[config.mk]
export PLATFORM = sky130hd
export DESIGN_NAME = mem_stage_flat
export DESIGN_NICKNAME = d
export VERILOG_FILES = /design/src/rtl/mem_stage_if.sv /design/src/rtl/mem_stage.sv /design/src/flat_wrapper.sv
export SDC_FILE = /design/constraint.sdc
export NUM_CORES = 1
export LEC_CHECK = 0
export ABC_AREA = 0
export BUFFER_PORTS_ARGS = -buffer_cell sky130_fd_sc_hd__buf_2
export CAP_MARGIN = 40
export CORE_AREA = 2 2 214 216
export DETAILED_ROUTE_END_ITERATION = 16
export DIE_AREA = 0 0 216 218
export GPL_TIMING_DRIVEN = 0
export MAX_ROUTING_LAYER = met4
export PLACE_DENSITY_LB_ADDON = 0.3
export SLEW_MARGIN = 20
export SYNTH_ARGS = -nofsm -noshare
export SYNTH_HDL_FRONTEND = slang
export SYNTH_SLANG_ARGS = --single-unit
[constraint.sdc]
create_clock -name clk -period 2.6 [get_ports clk]
set_input_delay 0.13 -clock clk [delete_from_list [all_inputs] [get_ports clk]]
set_output_delay 0.13 -clock clk [all_outputs]
set_load 0.005 [all_outputs]
[src/rtl/mem_stage_if.sv]
// Data-memory bus between the MEM stage (master) and data memory (slave).
// req/gnt handshake for the address phase, rvalid/rdata for load return.
//   dm_req    master -> slave  request valid
//   dm_we     master -> slave  1 = store
//   dm_addr   master -> slave  byte address
//   dm_wdata  master -> slave  store data
//   dm_gnt    slave -> master  request accepted this cycle
//   dm_rvalid slave -> master  read data valid
//   dm_rdata  slave -> master  read data
interface mem_stage_if;
  logic        dm_req;
  logic        dm_we;
  logic [63:0] dm_addr;
  logic [63:0] dm_wdata;
  logic        dm_gnt;
  logic        dm_rvalid;
  logic [63:0] dm_rdata;

  modport master (
    output dm_req, dm_we, dm_addr, dm_wdata,
    input  dm_gnt, dm_rvalid, dm_rdata
  );

  modport slave (
    input  dm_req, dm_we, dm_addr, dm_wdata,
    output dm_gnt, dm_rvalid, dm_rdata
  );
endinterface

[src/rtl/mem_stage.sv]
// LEGv8 MEM stage: EX/MEM pipeline register, variable-latency data-memory
// access with timeout, MEM-side forwarding and registered MEM/WB outputs.
//   clk, reset            clock, asynchronous active-low reset
//   in_valid, *_in        EX-stage outputs, captured when stall=0
//   stall                 upstream hold while an access is in flight
//   MEM_*, EX_MEM_Rd      forwarding from the EX/MEM register
//   dm                    data-memory bus (master side)
//   wb_*                  MEM/WB register
//   mem_err               sticky timeout flag
module mem_stage #(
  parameter int unsigned TIMEOUT   = 15,
  parameter logic [63:0] RST_PC_BL = 64'h0
) (
  input  logic        clk,
  input  logic        reset,
  input  logic        in_valid,
  input  logic        RegWrite_in,
  input  logic        MemRead_in,
  input  logic        MemWrite_in,
  input  logic        MemtoReg_in,
  input  logic        BrLink_in,
  input  logic [4:0]  Rd_in,
  input  logic [63:0] ALU_Result_in,
  input  logic [63:0] Read_Data2_in,
  input  logic [63:0] PC_BL_in,
  output logic        stall,
  output logic [63:0] MEM_ALUResult,
  output logic [4:0]  EX_MEM_Rd,
  output logic        MEM_RegWrite,
  output logic        MEM_MemWrite,
  output logic        MEM_BrLink,
  mem_stage_if.master dm,
  output logic        wb_valid,
  output logic        wb_RegWrite,
  output logic [4:0]  wb_Rd,
  output logic [63:0] wb_data,
  output logic        mem_err
);

  typedef enum logic [1:0] {StIdle, StReq, StWait} state_e;

  state_e      state_q;
  logic [15:0] cnt_q;

  // EX/MEM register
  logic        v_q, rw_q, mr_q, mw_q, m2r_q, bl_q;
  logic [4:0]  rd_q;
  logic [63:0] alu_q, wd_q, pc_q;

  logic        rw_ok, non_mem, done, expire;
  logic [63:0] wb_sel;

  always_comb begin
    rw_ok   = rw_q & (rd_q != 5'd31);
    non_mem = v_q & ~(mr_q | mw_q);
    wb_sel  = bl_q ? pc_q : (m2r_q ? dm.dm_rdata : alu_q);
    unique case (state_q)
      StReq:   done = dm.dm_gnt & (mw_q | dm.dm_rvalid);
      StWait:  done = dm.dm_rvalid;
      default: done = 1'b0;
    endcase
    // A real completion in the final allowed cycle wins over the abort.
    expire = (state_q != StIdle) && ((32'(cnt_q) + 32'd1) >= TIMEOUT);
  end

  assign stall         = (state_q != StIdle);
  assign dm.dm_req     = (state_q == StReq);
  assign dm.dm_we      = (state_q == StReq) & mw_q;
  assign dm.dm_addr    = alu_q;
  assign dm.dm_wdata   = wd_q;
  assign MEM_ALUResult = alu_q;
  assign EX_MEM_Rd     = rd_q;
  assign MEM_RegWrite  = v_q & rw_ok;
  assign MEM_MemWrite  = v_q & mw_q;
  assign MEM_BrLink    = v_q & bl_q;

  always_ff @(posedge clk or negedge reset) begin
    if (!reset) begin
      state_q     <= StIdle;
      cnt_q       <= '0;
      v_q         <= 1'b0;
      rw_q        <= 1'b0;
      mr_q        <= 1'b0;
      mw_q        <= 1'b0;
      m2r_q       <= 1'b0;
      bl_q        <= 1'b0;
      rd_q        <= '0;
      alu_q       <= RST_PC_BL;
      wd_q        <= RST_PC_BL;
      pc_q        <= RST_PC_BL;
      wb_valid    <= 1'b0;
      wb_RegWrite <= 1'b0;
      wb_Rd       <= '0;
      wb_data     <= RST_PC_BL;
      mem_err     <= 1'b0;
    end else begin
      unique case (state_q)
        StIdle: begin
          // Non-memory ops retire one cycle after capture; a memory op left
          // over from a finished access was already retired and must not be.
          wb_valid    <= non_mem;
          wb_RegWrite <= non_mem & rw_ok;
          if (non_mem) begin
            wb_Rd   <= rd_q;
            wb_data <= wb_sel;
          end
          v_q   <= in_valid;
          rw_q  <= RegWrite_in;
          mr_q  <= MemRead_in;
          mw_q  <= MemWrite_in;
          m2r_q <= MemtoReg_in;
          bl_q  <= BrLink_in;
          rd_q  <= Rd_in;
          alu_q <= ALU_Result_in;
          wd_q  <= Read_Data2_in;
          pc_q  <= PC_BL_in;
          cnt_q <= '0;
          if (in_valid && (MemRead_in || MemWrite_in)) begin
            state_q <= StReq;
          end
        end
        default: begin
          cnt_q       <= cnt_q + 16'd1;
          wb_valid    <= 1'b0;
          wb_RegWrite <= 1'b0;
          if (done) begin
            state_q     <= StIdle;
            wb_valid    <= 1'b1;
            wb_RegWrite <= rw_ok;
            wb_Rd       <= rd_q;
            wb_data     <= wb_sel;
          end else if (expire) begin
            state_q  <= StIdle;
            mem_err  <= 1'b1;
            wb_valid <= 1'b1;
            wb_Rd    <= rd_q;
            wb_data  <= '0;
          end else if (state_q == StReq && dm.dm_gnt) begin
            state_q <= StWait;
          end
        end
      endcase
    end
  end

endmodule

[src/flat_wrapper.sv]
// flat-port wrapper written by rule: the top's interface ports become plain ports
module mem_stage_flat 
#(
  parameter int unsigned TIMEOUT   = 15,
  parameter logic [63:0] RST_PC_BL = 64'h0
)
  (clk, reset, in_valid, RegWrite_in, MemRead_in, MemWrite_in, MemtoReg_in, BrLink_in, Rd_in, ALU_Result_in, Read_Data2_in, PC_BL_in, stall, MEM_ALUResult, EX_MEM_Rd, MEM_RegWrite, MEM_MemWrite, MEM_BrLink, wb_valid, wb_RegWrite, wb_Rd, wb_data, mem_err, dm_dm_req, dm_dm_we, dm_dm_addr, dm_dm_wdata, dm_dm_gnt, dm_dm_rvalid, dm_dm_rdata);
  mem_stage_if dm_i ();
  input  logic clk;
  input  logic reset;
  input  logic in_valid;
  input  logic RegWrite_in;
  input  logic MemRead_in;
  input  logic MemWrite_in;
  input  logic MemtoReg_in;
  input  logic BrLink_in;
  input  logic [4:0] Rd_in;
  input  logic [63:0] ALU_Result_in;
  input  logic [63:0] Read_Data2_in;
  input  logic [63:0] PC_BL_in;
  output logic stall;
  output logic [63:0] MEM_ALUResult;
  output logic [4:0] EX_MEM_Rd;
  output logic MEM_RegWrite;
  output logic MEM_MemWrite;
  output logic MEM_BrLink;
  output logic wb_valid;
  output logic wb_RegWrite;
  output logic [4:0] wb_Rd;
  output logic [63:0] wb_data;
  output logic mem_err;
  output wire logic [$bits(dm_i.dm_req)-1:0] dm_dm_req;
  output wire logic [$bits(dm_i.dm_we)-1:0] dm_dm_we;
  output wire logic [$bits(dm_i.dm_addr)-1:0] dm_dm_addr;
  output wire logic [$bits(dm_i.dm_wdata)-1:0] dm_dm_wdata;
  input wire logic [$bits(dm_i.dm_gnt)-1:0] dm_dm_gnt;
  input wire logic [$bits(dm_i.dm_rvalid)-1:0] dm_dm_rvalid;
  input wire logic [$bits(dm_i.dm_rdata)-1:0] dm_dm_rdata;
  assign dm_dm_req = dm_i.dm_req;
  assign dm_dm_we = dm_i.dm_we;
  assign dm_dm_addr = dm_i.dm_addr;
  assign dm_dm_wdata = dm_i.dm_wdata;
  assign dm_i.dm_gnt = dm_dm_gnt;
  assign dm_i.dm_rvalid = dm_dm_rvalid;
  assign dm_i.dm_rdata = dm_dm_rdata;
  mem_stage #(.TIMEOUT(TIMEOUT), .RST_PC_BL(RST_PC_BL)) u_core (.clk(clk), .reset(reset), .in_valid(in_valid), .RegWrite_in(RegWrite_in), .MemRead_in(MemRead_in), .MemWrite_in(MemWrite_in), .MemtoReg_in(MemtoReg_in), .BrLink_in(BrLink_in), .Rd_in(Rd_in), .ALU_Result_in(ALU_Result_in), .Read_Data2_in(Read_Data2_in), .PC_BL_in(PC_BL_in), .stall(stall), .MEM_ALUResult(MEM_ALUResult), .EX_MEM_Rd(EX_MEM_Rd), .MEM_RegWrite(MEM_RegWrite), .MEM_MemWrite(MEM_MemWrite), .MEM_BrLink(MEM_BrLink), .dm(dm_i), .wb_valid(wb_valid), .wb_RegWrite(wb_RegWrite), .wb_Rd(wb_Rd), .wb_data(wb_data), .mem_err(mem_err));
endmodule
==> Word-level counts from Yosys, hierarchy flattened <==
Index checks and enable logic that the tools add are counted.
{ "word_totals": {"elab_cells": 71, "reg_bits": 293, "in_bits": 271, "output_inout_bits": 275} }
{ "classes": {"n_lt_le_gt_ge": 1, "bitwise_logic": 13, "n_reduce_logical": 11, "n_addsub": 2, "n_mux": 22, "eq_ne": 5} }
{ "ops": {"columns": ["cell", "count"], "rows": [
  ["two-way mux 64 bit", 6],
  ["greater-or-equal comparator 32 x 4 -> 1 bit (second input constant)", 1],
  ["two-way mux 5 bit", 4],
  ["adder 16 x 1 -> 17 bit (second input constant)", 1],
  ["adder 16 x 1 -> 16 bit (second input constant)", 1],
  ["two-way mux 16 bit", 1],
  ["two-way mux 2 bit", 5],
  ["bitwise AND 1 bit", 8],
  ["two-way mux 1 bit", 5],
  ["inequality test 5 bit (second input constant)", 1],
  ["inequality test 2 x 1 -> 1 bit (second input constant)", 2],
  ["AND reduction 2 bit", 2],
  ["nonzero test 4 bit", 1],
  ["logical AND 1 bit", 3],
  ["NOT 1 bit", 3],
  ["AND reduction 3 bit", 1],
  ["nonzero test 3 bit", 1],
  ["equality test 2 x 1 -> 1 bit (second input constant)", 1],
  ["equality test 2 bit (second input constant)", 1],
  ["zero test 2 bit", 1],
  ["OR 1 bit", 2],
  ["one-hot mux 1 bit (2 select lines)", 1],
  ["nonzero test 2 bit", 1],
  ["logical OR 1 bit", 1]
]} }

==> Logic depth before layout (Yosys ltp) <==
{ "logic_depth": {"depth_word": 6, "ltp_mapped": 11, "depth_no_buf": 7} }

==> Worst setup path after synthesis <==
No wires, ideal clock.
{ "synth_timing": {"path_type": "reg2reg", "from": "register u_core.cnt_q[0]", "to": "register u_core.wb_Rd[0]", "path_stages_with_launch": 9, "period_less_slack_ps": 2644, "t_required_ps": 2475, "arrival_time_ps": 2520, "path_buffers": 1, "setup_ps": 125, "setup_slack_ps": -44, "cell_sequence": "dfrtp_1 -> ha_1 -> nand4_2 -> nor4_2 -> mux2_1 -> nor4_2 -> a41o_1 -> buf_6 -> mux2_2"} }
{ "synth_via": {"elab_chain_len": 5} }
{ "synth_rtl": {"columns": ["element", "line_no", "text"], "rows": [
  ["start, declared", "mem_stage.sv:43", "logic [15:0] cnt_q;"],
  ["start signal, assigned", "mem_stage.sv:123", "cnt_q <= cnt_q + 16'd1;"],
  ["adder 16 x 1 -> 17 bit", "mem_stage.sv:63", "expire = (state_q != StIdle) && ((32'(cnt_q) + 32'd1) >= TIMEOUT);"],
  ["greater-or-equal comparator 32 x 4 -> 1 bit", "mem_stage.sv:63", null],
  ["logical AND 1 bit", "mem_stage.sv:63", null],
  ["nonzero test 3 bit (no source line)", null, null],
  ["AND reduction 2 bit (no source line)", null, null],
  ["end signal, assigned", "mem_stage.sv:104", "wb_Rd <= rd_q;"],
  ["end signal, assigned", "mem_stage.sv:130", "wb_Rd <= rd_q;"],
  ["end signal, assigned", "mem_stage.sv:136", "wb_Rd <= rd_q;"],
  ["end, declared", "mem_stage.sv:35", "output logic [4:0] wb_Rd,"]
]} }
No other way between the ends.
A chain may end at the register's enable or synchronous reset.

==> Worst setup path in the final report <==
{ "layout_timing": {"from": "register u_core.cnt_q[1]", "to": "register u_core.wb_data[60]"} }
{ "layout_via": {"elab_chain_len": 5} }
{ "layout_rtl": {"columns": ["element", "line_no", "text"], "rows": [
  ["adder 16 x 1 -> 17 bit", "mem_stage.sv:63", null],
  ["greater-or-equal comparator 32 x 4 -> 1 bit", "mem_stage.sv:63", null],
  ["logical AND 1 bit", "mem_stage.sv:63", null],
  ["nonzero test 3 bit (no source line)", null, null],
  ["AND reduction 2 bit (no source line)", null, null],
  ["end signal, assigned", "mem_stage.sv:105", "wb_data <= wb_sel;"],
  ["end signal, assigned", "mem_stage.sv:131", "wb_data <= wb_sel;"],
  ["end, declared", "mem_stage.sv:36", "output logic [63:0] wb_data,"]
]} }
No other way between the ends.

==> flow_metrics.py <==
metrics = {
    "timing": {
        "setup_violations": 0,
        "final.setup.worst_slack_ns": 0.0460,
        "fin_crit_sh_pct": 98.2,
        "finalHoldViolCount": 0,
        "hold-worst-slack_ns": 0.0226,
        "rsz0062_at_grt": "yes",
        "finalCriticalPeriod_ns": 2.55,
        "finalMaxSlewViolations": 0,
        "worst_slew_pin_slew_ns": 0.812,
        "relSlewSlack_pct": 45.9,
        "skew_ns": 0.0175,
        "fmax_mhz": 392,
    },
    "yosys": {
        "synthCells": 1016,
        "ys_ff_latch": 293,
        "synth_warnings": 0,
        "synth_nets": 1292,
        "synth_cell_types": 44,
        "ys_async_sr_fraction_pct": 100,
        "syn_area_per_cell_um2": 13.0,
        "ys_dominant_reg_cell": "dfrtp_1",
        "syn-cell-area_um2": 13200,
        "synth_edf_count": 0,
        "seq_area_frac_synth_pct": 55.4,
    },
    "layout": {
        "final_cell_mix": "buf_2 (546), dfrtp_1 (287), dlygate4sd3_1 (222), mux2_2 (207), nor2_1 (87)",
        "final_common_cell": "buf_2",
        "final_nets": 2129,
        "stdcell_count": 2483,
        "drive_gt1_share_pct": 52.7,
        "fillers": 4135,
        "utilization_pct": 46.2,
        "area_growth_pct": 56.7,
    },
    "cts": {
        "clk_pin_slew_ns": 0.06,
        "clk_path_buf_depth": 3,
        "worstSkewPairLatency_ns": 0.55,
        "cts_tree": "done",
        "cts_inserted_buffers": 36,
        "cts_max_level": 2,
        "cts_num_sinks": 293,
        "cts_root_buf": "clkbuf_16",
    },
    "routing": {
        "drtIter0Drc": 412,
        "routed-via-count": 11225,
        "ant_nets": 0,
        "drc": 0,
        "dr.pass1.iters": 4,
        "wirelength_um": 46100,
        "vias_per_cell": 4.52,
        "drt-wirelength-per-cell_um": 18.6,
    },
    "hold_path": {
        "min_path_type": "in2reg",
        "min_from": "dm_dm_rdata[33]",
        "hold_depth": 5,
        "min_to": "u_core.wb_data[33]",
    },
    "power": {
        "totalPowerFinal_mw": 26.2,
        "leakage_nw": 9.86,
        "powerDensity_nw_per_um2": 1260,
        "irDropWorstVdd_mv": 0.745,
    },
    "worst_setup_path": {
        "reg2reg_slack_ns": 0.05,
        "r2r_cells": 11,
        "worst_setup_path_start_kind": "flip-flop",
        "rr_endpoint": "u_core.wb_data[60]",
        "cp.arrival_ns": 3.01,
        "endpoint_kind": "flip-flop",
        "rr_startpoint": "u_core.cnt_q[1]",
        "cp_max_fo": 7,
        "required_ns": 3.05,
        "critPathKind": "reg2reg",
    },
    "place": {
        "numPortBuffers": 545,
        "place.gp.congestion": 0.806,
        "placed_cells": 2169,
        "pre_cts_ws_ns": -0.594,
        "dp_hpwl_um": 32900,
    },
    "grt": {
        "grt_use_total_pct": 19.1,
        "grt_pass1_wl_um": 67900,
        "antenna_found_initial": 2,
        "grt_pass1_vias": 11912,
        "grt-ovfl-total": 0,
        "grt_max_degree": 96,
    },
    "job": {
        "drv_cap": 0,
    },
    "die": {
        "dieArea_um2": 47100,
        "die_w_um": 216,
        "die_h_um": 218,
        "coreArea_um2": 44900,
        "ioPinCount": 546,
        "initial_core_util_pct": 29.5,
        "rows": 78,
    },
    "run_status": {
        "status": "finished clean",
    },
}
-- registers in the layout (all words and copies together), names as in the netlist --
register	flops
u_core.rw_q	1
u_core.mem_err	1
u_core.mw_q	1
u_core.bl_q	1
u_core.EX_MEM_Rd	5
u_core.state_q	2
u_core.v_q	1
u_core.cnt_q	16
u_core.wb_data	64
u_core.wb_RegWrite	1
u_core.wb_valid	1
u_core.MEM_ALUResult	64
u_core.wb_Rd	5
u_core.pc_q	64
u_core.dm.dm_wdata	64
u_core.mr_q	1
u_core.m2r_q	1
-- timing repair --
action	CTS	global route
buffers inserted	1	22
cloned	0	3
gates resized for setup	16	35
setup endpoints to repair	270	84
hold buffers	222	0
endpoints found under the hold margin	336	0
pin swaps	2	7
-- synth_stat cells, types with 2 or more instances --
cell | count | area, µm²
a21o_1 | 2 | 15.0
a21oi_1 | 69 | 345
a31oi_1 | 3 | 18.8
and2_1 | 4 | 25.0
buf_1 | 7 | 26.3
buf_2 | 5 | 25.0
buf_4 | 66 | 495
buf_6 | 3 | 33.8
buf_8 | 3 | 45.0
clkbuf_1 | 48 | 180
dfrtp_1 | 293 | 7330
ha_1 | 5 | 62.6
inv_1 | 8 | 30.0
mux2_2 | 207 | 2330
mux2i_1 | 64 | 641
nand2_1 | 11 | 41.3
nand2b_1 | 2 | 12.5
nand3_1 | 9 | 45.0
nand4_1 | 4 | 25.0
nand4_2 | 2 | 25.0
nor2_1 | 87 | 327
nor3_1 | 5 | 25.0
nor4_1 | 2 | 12.5
nor4_2 | 2 | 25.0
o21a_1 | 2 | 15.0
o21ai_0 | 7 | 35.0
o2bb2ai_1 | 33 | 289
o2bb2ai_2 | 32 | 480
or3_1 | 4 | 25.0
xnor2_1 | 5 | 43.8
xor2_1 | 9 | 78.8
-- area by class of cell --
class / count / area, µm² / area share, %
inverter: 8 / 30.0 / 0.145
sequential: 293 / 7340 / 35.4
buffer: 130 / 862 / 4.16
timing repair buffer: 803 / 5410 / 26.1
clock inverter: 12 / 126 / 0.609
antenna: 3 / 7.51 / 0.0362
clock buffer: 53 / 1070 / 5.14
tap: 600 / 751 / 3.62
multi-input combinational: 581 / 5150 / 24.8
-- critical path, cell delays in order (launching register included) --
cell       delay [ns]
dfrtp_2          0.38
ha_4             0.17
nand4_4          0.13
nor4_4           0.29
mux2_4           0.34
nor4_4           0.24
a41o_1           0.22
buf_6            0.14
buf_12           0.14
buf_12           0.14
clkbuf_16        0.16
o2bb2ai_2        0.09
-- report_power, final --
part | switching [mW] | internal (mW) | total (mW)
Combinational | 5.95 | 6.69 | 12.6
Clock | 2.01 | 3.05 | 5.06
Sequential | 1.65 | 6.81 | 8.46
Total | 9.62 | 16.6 | 26.2
-- cell families (layout without fill, tap and decap cells) --
kind of cell / after synthesis / after routing / synth area share (%)
DFF: 293 / 293 / 55.4
muxes: 272 / 272 / 22.5
adders and majority gates: 5 / 5 / 0.473
AOI/OAI and AO/OA: 152 / 152 / 9.33
xor gates and xnor gates: 14 / 14 / 0.926
other: 0 / 3 / 0
buffers and inverters: 142 / 1006 / 6.50
and+or+nand+nor: 138 / 138 / 4.83
-- through the flow --
stage | instance area (µm²) | TNS (ns)
final | 20700 | 0
after global routing | 20700 | -1.33
after CTS | 20400 | 0
after global placement | 16700 | -1366.16
after floorplan | 13200 | 0
after detailed placement | 16900 | -96.50
-- layer usage --
metal  vias to the layer above  global-route usage [%]  wire, µm
met3                        91                    3.54      2410
li1                       5226                       -         -
met5                         -                       -         0
met4                         0                    7.03      1570
met2                       373                    32.6     23200
met1                      5535                    22.6     18900
-- worst max path at each step --
stage          slack, ns              start  depth (start not counted)             endpoint
2_1_floorplan       0.11    u_core.cnt_q[0]                          8      u_core.wb_Rd[0]
3_3_place_gp       -4.30              reset                          1  u_core.EX_MEM_Rd[3]
3_5_place_dp       -0.59  u_core.state_q[0]                         10   u_core.wb_data[62]
4_1_cts            0.008    u_core.cnt_q[8]                         10   u_core.wb_data[41]
5_1_grt            -0.06    u_core.cnt_q[7]                         11   u_core.wb_data[60]
6_report            0.05    u_core.cnt_q[1]                         11   u_core.wb_data[60]
No activity file was read; power rests on OpenSTA's default activity.
